[config.mk]
export PLATFORM = sky130hd
export DESIGN_NAME = oam_dma_arbiter
export DESIGN_NICKNAME = d
export VERILOG_FILES = /design/src/rtl/oam_dma_arbiter.sv
export SDC_FILE = /design/constraint.sdc
export NUM_CORES = 1
export LEC_CHECK = 0
export ABC_CLOCK_PERIOD_IN_PS = 4450
export CAP_MARGIN = 15
export CORE_MARGIN = 2
export CORE_UTILIZATION = 43
export CTS_BUF_LIST = sky130_fd_sc_hd__clkbuf_16
export DETAILED_ROUTE_END_ITERATION = 8
export PLACE_DENSITY = 0.88
export SLEW_MARGIN = 20
export SYNTH_ARGS = -nofsm -noshare
export SYNTH_HDL_FRONTEND = slang
export SYNTH_SLANG_ARGS = --single-unit
[constraint.sdc]
create_clock -name clk -period 4.45 [get_ports clk]
set_clock_uncertainty 0.15 [all_clocks]
set_input_delay 0.445 -clock clk [delete_from_list [all_inputs] [get_ports clk]]
set_output_delay 0.445 -clock clk [all_outputs]
set_load 0.02 [all_outputs]
[src/rtl/oam_dma_arbiter.sv]
// OAM DMA engine plus per-cycle arbiter for one shared single-port memory bus (DMA > PPU > CPU).
// Bus outputs are combinational from registered state; read data comes back through registered rdata ports.
module oam_dma_arbiter (
  input  logic        clk,
  input  logic        rst,
  input  logic [15:0] cpu_addr,
  input  logic        cpu_wr,
  input  logic        cpu_rd,
  input  logic [7:0]  cpu_wdata,
  output logic [7:0]  cpu_rdata,
  input  logic [1:0]  ppu_mode,
  input  logic        ppu_rd,
  input  logic [15:0] ppu_addr,
  output logic [7:0]  ppu_rdata,
  output logic [15:0] mem_addr,
  output logic        mem_rd,
  output logic        mem_wr,
  output logic [7:0]  mem_wdata,
  input  logic [7:0]  mem_rdata,
  output logic        dma_active
);

  typedef enum logic [1:0] {IDLE, START, READ, WRITE} state_t;
  typedef enum logic [1:0] {G_NONE, G_CPU, G_PPU} grant_t;

  state_t     state;
  grant_t     grant_q;
  logic [7:0] src;
  logic [7:0] idx;

  logic trigger, dma_bus, last_byte, abort_wr;
  logic in_hram, in_vram, in_oam, cpu_blocked;
  logic ppu_grant, cpu_grant;

  assign trigger   = cpu_wr && (cpu_addr == 16'hFF46);
  assign dma_bus   = (state == READ) || (state == WRITE);
  assign last_byte = (idx == 8'd159);
  // A retrigger mid-transfer discards the byte in flight, except the final one.
  assign abort_wr  = trigger && (state == WRITE) && !last_byte;

  assign in_hram = (cpu_addr >= 16'hFF80) && (cpu_addr <= 16'hFFFE);
  assign in_vram = (cpu_addr >= 16'h8000) && (cpu_addr <= 16'h9FFF);
  assign in_oam  = (cpu_addr >= 16'hFE00) && (cpu_addr <= 16'hFE9F);

  assign cpu_blocked = (dma_active && !in_hram && (cpu_addr != 16'hFF46))
                    || (in_vram && (ppu_mode == 2'd3))
                    || (in_oam && ppu_mode[1]);

  assign ppu_grant = ppu_rd && !dma_bus && !rst;
  assign cpu_grant = (cpu_rd || cpu_wr) && !cpu_blocked && !dma_bus && !ppu_rd && !rst;

  always_comb begin
    mem_addr  = 16'h0000;
    mem_rd    = 1'b0;
    mem_wr    = 1'b0;
    mem_wdata = 8'h00;
    if (!rst) begin
      if (state == READ) begin
        mem_addr = {src, idx};
        mem_rd   = 1'b1;
      end else if (state == WRITE) begin
        if (!abort_wr) begin
          mem_addr  = {8'hFE, idx};
          mem_wr    = 1'b1;
          mem_wdata = mem_rdata;
        end
      end else if (ppu_grant) begin
        mem_addr = ppu_addr;
        mem_rd   = 1'b1;
      end else if (cpu_grant) begin
        mem_addr  = cpu_addr;
        mem_rd    = cpu_rd;
        mem_wr    = cpu_wr;
        mem_wdata = cpu_wr ? cpu_wdata : 8'h00;
      end
    end
  end

  always_ff @(posedge clk) begin
    if (rst) begin
      state      <= IDLE;
      src        <= 8'h00;
      idx        <= 8'h00;
      dma_active <= 1'b0;
      grant_q    <= G_NONE;
      cpu_rdata  <= 8'hFF;
      ppu_rdata  <= 8'hFF;
    end else begin
      if (ppu_grant)
        grant_q <= G_PPU;
      else if (cpu_grant && cpu_rd)
        grant_q <= G_CPU;
      else
        grant_q <= G_NONE;
      // mem_rdata is valid in the cycle after the granted read; capture it then.
      cpu_rdata <= (grant_q == G_CPU) ? mem_rdata : 8'hFF;
      ppu_rdata <= (grant_q == G_PPU) ? mem_rdata : 8'hFF;

      if (trigger) begin
        src        <= (cpu_wdata >= 8'hE0) ? (cpu_wdata - 8'h20) : cpu_wdata;
        idx        <= 8'h00;
        state      <= START;
        dma_active <= 1'b1;
      end else begin
        case (state)
          START: state <= READ;
          READ:  state <= WRITE;
          WRITE: begin
            if (last_byte) begin
              state      <= IDLE;
              dma_active <= 1'b0;
            end else begin
              idx   <= idx + 8'd1;
              state <= READ;
            end
          end
          default: state <= IDLE;
        endcase
      end
    end
  end

endmodule

Word-level counts from Yosys, hierarchy flattened
Index checks and enable logic that the tools add are counted.
Widths: inputs -> output; s select.
{ "word_totals": {"output_inout_bits": 43, "register_bits": 37} }
{ "classes": {"reduce_logical": 35, "muxes": 33, "order_cmp": 7, "bitwise_logic": 3, "add_sub_neg": 2, "n_eq_ne": 9} }
{ "op_table": {"columns": ["cell", "count"], "rows": [
  ["$mux 16", 6],
  ["$mux 8", 8],
  ["$ge 16x16->1 const B", 3],
  ["$le 16x16->1 const B", 3],
  ["$logic_and 1x1->1", 17],
  ["$eq 16x16->1 const B", 1],
  ["$mux 1", 16],
  ["$ne 16x16->1 const B", 1],
  ["$add 8x1->8 const B", 1],
  ["$eq 2x2->1 const B", 4],
  ["$eq 8x8->1 const B", 1],
  ["$ge 8x8->1 const B", 1],
  ["$reduce_or 2->1", 4],
  ["$sub 8x6->8 const B", 1],
  ["$logic_not 1->1", 6],
  ["$pmux 2 s3", 1],
  ["$eq 2x1->1 const B", 2],
  ["$logic_or 1x1->1", 4],
  ["$mux 2", 2],
  ["$reduce_and 2->1", 2],
  ["$reduce_bool 2->1", 2],
  ["$not 1->1", 3]
]} }

Depth between registers and ports, before layout
Gate-level depths: netlist of run 1.
{ "logic_depth": {"depth_word": 17, "ltp_mapped": 8, "depth_no_buf": 6} }

Least setup slack after synthesis of run 1
Ideal clock, no wire load.
{ "synth_path": {"path_kind": "register to output", "startpoint": "register idx[0]", "endpoint": "output port mem_addr[10]", "slack_ns": 1.841, "t_arrival_ns": 2.014, "required_ns": 3.855, "path_stages_with_launch": 8, "path_cell_list": "dfxtp_1 -> ha_1 -> and4bb_2 -> a41oi_4 -> a31oi_2 -> clkbuf_1 -> o21ai_0 -> o2bb2ai_1"} }
{ "synth_between": {"elab_chain_cells": 7} }
{ "synth_rtl": {"columns": ["item", "line_no", "rtl"], "rows": [
  ["start, declared", "29", "logic [7:0] idx;"],
  ["start signal, assigned", "113", "idx <= idx + 8'd1;"],
  ["$eq 8x8->1", "37", "assign last_byte = (idx == 8'd159);"],
  ["$logic_not 1->1", "39", "assign abort_wr = trigger && (state == WRITE) && !last_byte;"],
  ["$logic_and 1x1->1", "39", null],
  ["$mux 16", "62", "if (!abort_wr) begin"],
  ["$mux 16", "61", "end else if (state == WRITE) begin"],
  ["$mux 16", "58", "if (state == READ) begin"],
  ["$mux 16", "57", "if (!rst) begin"],
  ["end, declared", "15", "output logic [15:0] mem_addr,"]
]} }
Every way passes these cells.

Final worst setup path of run 1
{ "layout_path": {"startpoint": "register idx[0]", "endpoint": "output port mem_addr[13]"} }
Same word-level chain as after synthesis.

==> results.toml, run 1 <==
[yosys]
synth.cell_area_sq_um = 1950
synth-main-ff-cell = "dfxtp_1"
ys_warn_count = 0
synthCells = 223
synth-async-reset-ratio = 0
ys_seq_area_frac = 0.381
synth_edf_count = 0
syn_nets = 280
synth-seq-cells = 37
synth_cell_type_count = 43
syn_avg_cell_area_sq_um = 8.72

[floorplanning]
io_pins = 98
fp.coreArea_sq_um = 4350
fp.dieW_microns = 71.3
rows = 24
die-area_sq_um = 5080
dieHeight_microns = 71.3
floorplan.initialDensity = 0.447

[finish]
post-route-cell-area_sq_um = 3070
layout.nets = 372
drive_above_1_share = 0.0475
syn2layout_area_growth_pct = 57.7
antenna_cells = 0
n_fill_cell = 353

[routing]
vias_per_cell = 5.66
routed-wl-met3_microns = 456
drc = 0
wirelength_mm = 6.30
first_pass_iters = 4
via_count = 2084
top_layer = "met4"
wl_met1_mm = 2.70
first_iter_violations = 228
routedWlPerCell_microns = 17.1
wl_met2_mm = 3.05
final_antenna_net_count = 0

[global_route]
gr-usage-all-layers = 0.248
grt_max_degree = 24
grt_pass1_vias = 2041
grt_antenna_before_repair = 0
overflow = 0
grt_pass1_wl_mm = 10.0

[clocking]
cts_buffer_depth = 2
cts_resized = 0
post-cts-setup-buffers = 0
root_buffer = "clkbuf_16"
cts_buffers = 5
hold_buffers = 0
htreeDepth = 2
clk_pin_slew_ps = 50
cts_tree = "yes"
clock_latency_ps = 270
clock_sinks = 37

[timing]
tightest_slew_ps = 1120
finalCritPeriodShare = 0.853
setup_viol = 0
rsz0062_at_grt = "no"
timing.final.ws_setup_ps = 656
holdWs_ps = 304
fin_tns_setup_ps = 0
max_freq_mhz = 264
min_period_ps = 3790
hold_viol_final = 0
slew_violations = 0
max_slew_margin = 0.255

[pwr]
vdd_drop_max_v = 0.000205
p_leak_nw = 1.09
power_w = 0.000819
power.density_nw_per_um2 = 267

[critical_path]
worst_r2r_path_depth = 5
crit_type = "reg2out"
path_max_fanout = 16
crit_required_ps = 3860
cp_data_arrival_time_ps = 3200
end_kind = "output port"
r2r_end = "idx[3]$_SDFFE_PP0P_"
r2r_start = "state[1]$_SDFF_PP0_"
cp-start-kind = "flop"
rrSetupSlack_ps = 2320
crit_start = "idx[0]$_SDFFE_PP0P_"

[place]
portBuffers = 97
place_congestion = 0.898
hpwl_mm = 4.60
pre_cts_slack_ps = 754
placed_cell_area_sq_um = 2930

[worst_hold_path]
hold_end = "src[5]$_SDFFE_PP0P_"
whs_path_depth = 2
worstHoldPathType = "reg2reg"
hp-start = "src[5]$_SDFFE_PP0P_"

[job]
cap_violations = 0

[run_status]
status = "completed"
## per-stage QoR
stage	cells	util
2_1_floorplan	223	-
3_3_place_gp	360	0.672
3_5_place_dp	360	0.672
4_1_cts	368	0.705
5_1_grt	368	0.705
6_report	368	0.705
## routing by layer
| layer | global-route usage | up-vias |
|---|---|---|
| met5 | 0 | - |
| met3 | 0.0380 | 9 |
| met2 | 0.407 | 91 |
| met1 | 0.333 | 983 |
| met4 | 0.0839 | 0 |
| li1 | - | 1001 |
## Yosys cell counts, types with 2 or more instances
| library cell | count | area share |
|---|---|---|
| xnor2_1 | 3 | 0.014 |
| dfxtp_1 | 37 | 0.38 |
| nand4_1 | 5 | 0.016 |
| a22o_1 | 8 | 0.036 |
| clkbuf_1 | 6 | 0.012 |
| nor3b_1 | 4 | 0.015 |
| nand2_1 | 12 | 0.023 |
| mux2i_1 | 6 | 0.031 |
| o2bb2ai_1 | 15 | 0.068 |
| nand2b_1 | 19 | 0.061 |
| nand3_1 | 8 | 0.021 |
| xor2_1 | 4 | 0.018 |
| a21oi_1 | 19 | 0.049 |
| nor3_1 | 3 | 0.0077 |
| ha_1 | 2 | 0.013 |
| nor2_1 | 17 | 0.033 |
| o21ai_0 | 17 | 0.044 |
| buf_2 | 6 | 0.015 |
| nand4b_1 | 2 | 0.0090 |
| and2_1 | 3 | 0.0096 |
| inv_1 | 5 | 0.0096 |
## cell families (layout without fill, tap and decap cells)
family / after synthesis / after routing / synth area share
fa+ha+maj: 2 / 2 / 0.0129
compound gates: 69 / 69 / 0.250
buf+inv: 18 / 111 / 0.0424
mux: 6 / 6 / 0.0309
simple gates: 84 / 84 / 0.251
xor+xnor: 7 / 7 / 0.0315
flops: 37 / 37 / 0.381
## registers in the layout (all words and copies together), names as in the netlist
name and cells:
grant_q 2, dma_active 1, idx 8, src 8, cpu_rdata 8, ppu_rdata 8
state 2
## cell type report
| class | instances | area [sq um] | share of cell area |
|---|---|---|---|
| Inverter | 5 | 18.8 | 0.00612 |
| Multi-Input combinational cell | 168 | 1120 | 0.366 |
| Timing Repair Buffer | 98 | 978 | 0.319 |
| Tap cell | 52 | 65.1 | 0.0212 |
| Clock inverter | 3 | 17.5 | 0.00571 |
| Sequential cell | 37 | 741 | 0.241 |
| Clock buffer | 5 | 125 | 0.0408 |
## layout by cell type (no fill, tap or decap), drive strengths merged, types with 2 or more instances in the layout
cell type / n
nor3: 4
clkinv: 3
xnor2: 3
o21ai: 17
nand3: 8
nand2b: 19
nand2: 12
clkdlybuf4s50: 97
mux2i: 6
nor2: 17
xor2: 4
ha: 2
dfxtp: 37
a31oi: 2
nand4: 5
nand4b: 2
a22o: 8
and2: 4
clkbuf: 5
inv: 5
o2bb2ai: 15
a21oi: 19
nor3b: 4
nor4: 2
## worst max-delay path, cell delays in order (launching register included)
cell	delay [ps]
dfxtp_1	450
ha_1	260
and4bb_2	310
a41oi_4	180
a31oi_2	560
o21ai_0	350
o2bb2ai_1	210
clkdlybuf4s50_1	620
## worst max path at each step
stage / endpoint / slack [ps] / depth (start not counted)
finish: mem_addr[13] / 660 / 7
global route: mem_addr[9] / 450 / 7
floorplan: mem_addr[10] / 1840 / 7
detailed placement: mem_wdata[0] / 750 / 7
global placement: mem_wdata[2] / 760 / 7
CTS: mem_addr[9] / 720 / 7
## report_power, final
group	leakage, nW	total [W]	internal [W]	switching, W
Clock	0.0712	0.000335	0.000205	0.000130
Sequential	0.300	0.000336	0.000335	0.00000112
Combinational	0.718	0.000148	0.0000820	0.0000656
Total	1.09	0.000819	0.000622	0.000196
No activity file was read; power rests on OpenSTA's default activity.
==> inputs of run 2 (changes only) <==
--- a/config.mk
+++ b/config.mk
@@ -5,13 +5,14 @@
 export SDC_FILE = /design/constraint.sdc
 export NUM_CORES = 1
 export LEC_CHECK = 0
+export ABC_AREA = 1
 export ABC_CLOCK_PERIOD_IN_PS = 4450
 export CAP_MARGIN = 15
 export CORE_MARGIN = 2
-export CORE_UTILIZATION = 43
+export CORE_UTILIZATION = 45
 export CTS_BUF_LIST = sky130_fd_sc_hd__clkbuf_16
 export DETAILED_ROUTE_END_ITERATION = 8
-export PLACE_DENSITY = 0.88
+export PLACE_DENSITY = 0.89
 export SLEW_MARGIN = 20
 export SYNTH_ARGS = -nofsm -noshare
 export SYNTH_HDL_FRONTEND = slang
==> constraint.sdc (replaced) <==
create_clock -name clk -period 4.45 [get_ports clk]
set_clock_uncertainty 0.15 [all_clocks]
set_input_delay 1.1125 -clock clk [delete_from_list [all_inputs] [get_ports clk]]
set_output_delay 1.1125 -clock clk [all_outputs]
set_load 0.02 [all_outputs]
==> run 2 against run 1 <==
Against the previous run:
- synthesized area up 10%
- final cell count up 36%
- largest cell class unchanged
- critical endpoint is now mem_wdata[5]
- critical path type is now in2out
- die area up 5.1%
- combinational power up 11%
- final area up 12%
- critical path depth up 6
- worst setup slack worse by 480 ps
- global-route usage up 2.3 points
- worst hold slack better by 31 ps
- wire length up 17%
==> results.toml, run 2 <==
[timing]
setup_viol = 0
hold_viol_final = 0
holdWs_ps = 335
max_slew_margin = 0.356
slew_violations = 0
max_freq_mhz = 234
finalCritPeriodShare = 0.960
rsz0062_at_grt = "no"
min_period_ps = 4270
tightest_slew_ps = 958

[routing]
via_count = 2719
wirelength_mm = 7.38
drc = 0
final_antenna_net_count = 0
routedWlPerCell_microns = 14.8
vias_per_cell = 5.44
first_pass_iters = 7
first_iter_violations = 163

[yosys]
synthCells = 326
synth_cell_type_count = 33
synth_xor_area_frac = 0.00408
synth_edf_count = 0
synth.most_common_cell = "nand2_1"
synth-main-ff-cell = "dfxtp_1"
ys_top_cells_by_area = "dfxtp_1 (34%), nand2_1 (13%), a21oi_1 (10%)"
synth-seq-cells = 37
synth_compound_area_frac = 0.195
synthSimpleGateAreaFrac = 0.339
synth_top_family_by_area = "simple AND/OR/NAND/NOR gates"
syn_nets = 383
muxShareOfSynthArea = 0
yosys-top-cells-count = "nand2_1 (74), a21oi_1 (45), dfxtp_1 (37)"
syn_avg_cell_area_sq_um = 6.59
synthAdderAreaFrac = 0.0117
synth.top_cell.area_share = 0.345
ys_seq_area_frac = 0.345
synth.cell_area_sq_um = 2150
ys_warn_count = 0
yosysTopAreaCell = "dfxtp_1"
synth-async-reset-ratio = 0

[finish]
layout.nets = 503
final_util = 0.739
most-common-layout-cells = "nand2_1 (74), clkdlybuf4s50_1 (71), a21oi_1 (45)"
antenna_cells = 0
drive_above_1_share = 0.130
final_common_cell = "nand2_1"
syn2layout_area_growth_pct = 60.4

[global_route]
grt_max_degree = 25
gr-usage-all-layers = 0.271
grt_antenna_before_repair = 0
grt_pass1_wl_mm = 11.3
grt_pass1_vias = 2439
overflow = 0

[worst_hold_path]
worstHoldPathType = "reg2reg"
whs_path_depth = 2
hp-start = "src[3]$_SDFFE_PP0P_"
hold_end = "src[3]$_SDFFE_PP0P_"

[floorplanning]
fp.coreArea_sq_um = 4660
floorplan.initialDensity = 0.461
fp.dieW_microns = 73.1
dieHeight_microns = 73.1
die-area_sq_um = 5340
rows = 25
io_pins = 98

[clocking]
cts_buffer_depth = 2
clock_latency_ps = 280
clk_pin_slew_ps = 50
htreeDepth = 2
clock_sinks = 37
cts_tree = "yes"
root_buffer = "clkbuf_16"
cts_buffers = 5
hold_buffers = 0

[pwr]
power.density_nw_per_um2 = 240
vdd_drop_max_v = 0.000256
p_leak_nw = 1.50

[job]
cap_violations = 0

[critical_path]
end_kind = "output port"
crit_type = "in2out"
crit_required_ps = 3190
path_max_fanout = 14
worst_r2r_path_depth = 7
cp-start-kind = "input pin"
r2r_end = "idx[4]$_SDFFE_PP0P_"
cp_data_arrival_time_ps = 3010
r2r_start = "state[1]$_SDFF_PP0_"
rrSetupSlack_ps = 2280

[place]
hpwl_mm = 5.48
place_congestion = 0.924
portBuffers = 97

[run_status]
status = "completed"
==> run 2: cell types whose count changed after synthesis, sizes merged, moves of 8 or more <==
cell and change:
nor2 +8, nand2 +67, nand3 +26, o211ai +8, o2bb2ai -15, inv +35
nand2b -19, a21oi +27, a22o -8
==> run 2: worst max-delay path by stage <==
stage          slack (ps)    startpoint            to  cells after the start
2_1_floorplan         920   cpu_addr[0]  mem_wdata[0]                     11
3_3_place_gp          -90  cpu_addr[12]  mem_wdata[6]                     13
3_5_place_dp         -110  cpu_addr[11]  mem_wdata[6]                     13
4_1_cts                30   cpu_addr[5]  mem_wdata[1]                     12
5_1_grt               0.9   cpu_addr[9]  mem_wdata[3]                     13
6_report              180  cpu_addr[11]  mem_wdata[5]                     13
==> run 2: metal layers <==
metal  track usage  wire length, microns
met1         0.354                  3030
met2         0.444                  3530
met3        0.0497                   593
met4         0.101                   220
met5             0                     0
==> run 2: logic make-up (layout without fill, tap and decap cells) <==
| logic type | after synthesis | in the layout |
|---|---|---|
| AO/OA/AOI/OAI | 76 | 76 |
| flip-flops | 37 | 37 |
| adder cells (fa/ha/maj) | 2 | 2 |
| XOR/XNOR | 1 | 1 |
| buffers and inverters | 53 | 173 |
| AND/OR/NAND/NOR | 157 | 157 |
==> run 2: layout make-up <==
cell class,instances,area [sq um]
tap,54,67.6
multi-input combinational,236,1180
sequential,37,741
fill,341,1220
clock buffer,5,125
timing repair buffer,125,1160
clock inverter,2,11.3
inverter,41,158
==> run 2: critical path, cell delays in order <==
cell and delay [ps]:
clkdlybuf4s50_1 490, nand2_1 60, inv_1 40, nand2_1 80
nor3_2 180, nand2_1 90, nand2_2 70, nand3_2 90
inv_2 100, buf_12 140, nand3_1 90, a21oi_1 140
clkdlybuf4s15_1 320
==> run 2: repair_timing <==
item                                    4_1_cts  5_1_grt
resized for setup                            25        9
endpoints found under the setup margin       25        9
buffers inserted                              0        1
endpoints found under the hold margin         0        0
==> run 2: power by group <==
part | switching, W | total [W] | leakage (nW) | internal (W)
logic | 0.0000786 | 0.000165 | 1.13 | 0.0000861
registers | 0.00000112 | 0.000336 | 0.300 | 0.000335
clock network | 0.000124 | 0.000326 | 0.0633 | 0.000202
total | 0.000204 | 0.000827 | 1.50 | 0.000623
==> run 2: metrics by stage <==
step	setup TNS [ps]	setup WS, ps	power, W	cell area, sq um	cells
3_5_place_dp	-1640	-110	0.000511	3330	492
6_report	0	177	0.000827	3440	500
2_1_floorplan	0	924	0.000407	2150	326
4_1_cts	0	32.3	0.000828	3440	499
5_1_grt	0	0.902	0.000857	3440	500
3_3_place_gp	-1380	-85.2	0.000509	3330	492
==> inputs of run 3 (changes only) <==
==> constraint.sdc (replaced) <==
create_clock -name clk -period 4.45 [get_ports clk]
set_clock_uncertainty 0.15 [all_clocks]
set_input_delay 1.1125 -clock clk [delete_from_list [all_inputs] [get_ports clk]]
set_output_delay 1.1125 -clock clk [all_outputs]
set_load 0.01 [all_outputs]
==> run 3 against run 2 <==
Against the previous run:
- first-iteration DRC count is 8.6% lower
- global-route usage is 1.6 points higher
- utilization is 0.19 points higher
==> results.toml, run 3 (same netlist as run 2, synthesis figures left out) <==
[critical_path]
end_kind = "output port"
path_max_fanout = 6
crit_required_ps = 3190
crit_type = "in2out"
cp_data_arrival_time_ps = 2990
cpMaxStageDelayCell = "clkdlybuf4s50_1"
max_stage_delay_ps = 490
cp-start-kind = "input pin"
crit_path_cell_trace = "clkdlybuf4s50_1 > buf_4 > nand3_1 > nor3_1 > nand4_1 > buf_4 > nand3_1 > a21oi_1 > dlygate4sd2_1"

[routing]
first_iter_violations = 149
wirelength_mm = 7.56
vias_per_cell = 5.54
final_antenna_net_count = 0
routedWlPerCell_microns = 15.3
via_count = 2742
first_pass_iters = 5
drc = 0

[floorplanning]
dieHeight_microns = 73.1
die-area_sq_um = 5340
fp.dieW_microns = 73.1
fp.coreArea_sq_um = 4660
io_pins = 98
rows = 25
floorplan.initialDensity = 0.461

[clocking]
cts_buffer_depth = 2
htreeDepth = 2
clock_sinks = 37
cts_buffers = 5
clk_pin_slew_ps = 50
clock_latency_ps = 280
cts_tree = "yes"
root_buffer = "clkbuf_16"

[timing]
finalCritPeriodShare = 0.956
setup_viol = 0
tightest_slew_ps = 927
rsz0062_at_grt = "no"
max_freq_mhz = 235
holdWs_ps = 320
hold_viol_final = 0
slew_violations = 0
max_slew_margin = 0.377
fin_tns_setup_ps = 0
min_period_ps = 4260

[global_route]
grt_max_degree = 25
grt_pass1_vias = 2637
grt_antenna_before_repair = 0
grt_pass1_wl_mm = 12.0
overflow = 0
gr-usage-all-layers = 0.287

[pwr]
p_int_w = 0.000678
switchingPower_w = 0.000197
p_leak_nw = 1.58
power.density_nw_per_um2 = 254
p_sw_frac = 0.225
seq_power_share = 0.384
vdd_drop_max_v = 0.000218
pwr-share-comb = 0.174
p_clk_frac = 0.441
power_w = 0.000875

[place]
dp.cells = 486
hpwl_mm = 5.53
place_congestion = 0.940
portBuffers = 97

[finish]
drive_above_1_share = 0.118
final_util = 0.741
most-common-layout-cells = "nand2_1 (74), clkdlybuf4s50_1 (69), a21oi_1 (45)"
final_common_cell = "nand2_1"
final_cell_count_no_fill = 495
n_fill_cell = 357
layout.nets = 498
register_area_sq_um = 741
multi_input_area_sq_um = 1180
antenna_cells = 0
syn2layout_area_growth_pct = 60.8

[job]
cap_violations = 0

[worst_hold_path]
worstHoldPathType = "reg2reg"

[run_status]
status = "completed"
run 3: layer usage:
layer	part of all wire	wire length (microns)	vias up	GRT usage
met5	0	0	-	0
met4	0.039	296	0	0.146
met3	0.077	584	32	0.0649
met2	0.47	3550	129	0.460
met1	0.41	3140	1267	0.358
li1	-	-	1314	-
run 3: critical path: cells and delay by family:
kind	cells	cell delay, ps
AOI/OAI and AO/OA	1	80
and+or+nand+nor	4	690
buffers and inverters	4	1110
run 3: worst paths after layout:
| kind | from | to | slack (ps) | cells after the start |
|---|---|---|---|---|
| worst min-delay path | src[3]$_SDFFE_PP0P_ | src[3]$_SDFFE_PP0P_ | 320 | 2 |
| worst min register to register | src[3]$_SDFFE_PP0P_ | src[3]$_SDFFE_PP0P_ | 320 | 2 |
| worst max register to register | idx[0]$_SDFFE_PP0P_ | idx[4]$_SDFFE_PP0P_ | 2610 | 9 |
| worst max-delay path | cpu_addr[10] | mem_wdata[3] | 190 | 9 |
run 3: power groups by stage:
stage                     registers, W   logic, W  clock network, W
after floorplan               0.000345  0.0000529                 0
after global placement        0.000343   0.000152                 0
after detailed placement      0.000344   0.000155                 0
after CTS                     0.000337   0.000152          0.000386
after global routing          0.000337   0.000165          0.000403
final                         0.000336   0.000153          0.000386
run 3: area by class of cell:
type / count / share of cell area
clock inverter: 2 / 0.0101
timing repair buffer: 120 / 0.332
sequential: 37 / 0.215
tap: 54 / 0.0196
clock buffer: 5 / 0.0362
multi-input combinational: 236 / 0.341
inverter: 41 / 0.0457
run 3: timing repair:
item | CTS | global route
hold buffers | 0 | 0
hold endpoints to repair | 0 | 0
buffers inserted | 2 | 0
gates resized for setup | 21 | 7
setup endpoints to repair | 23 | 6
pin swaps | 1 | 0
run 3: metrics by stage:
step,area [sq um],worst slack [ps]
floorplan,2150,1060
global placement,3290,17.7
detailed placement,3290,-63.3
CTS,3430,11.0
global route,3450,46.9
finish,3450,194
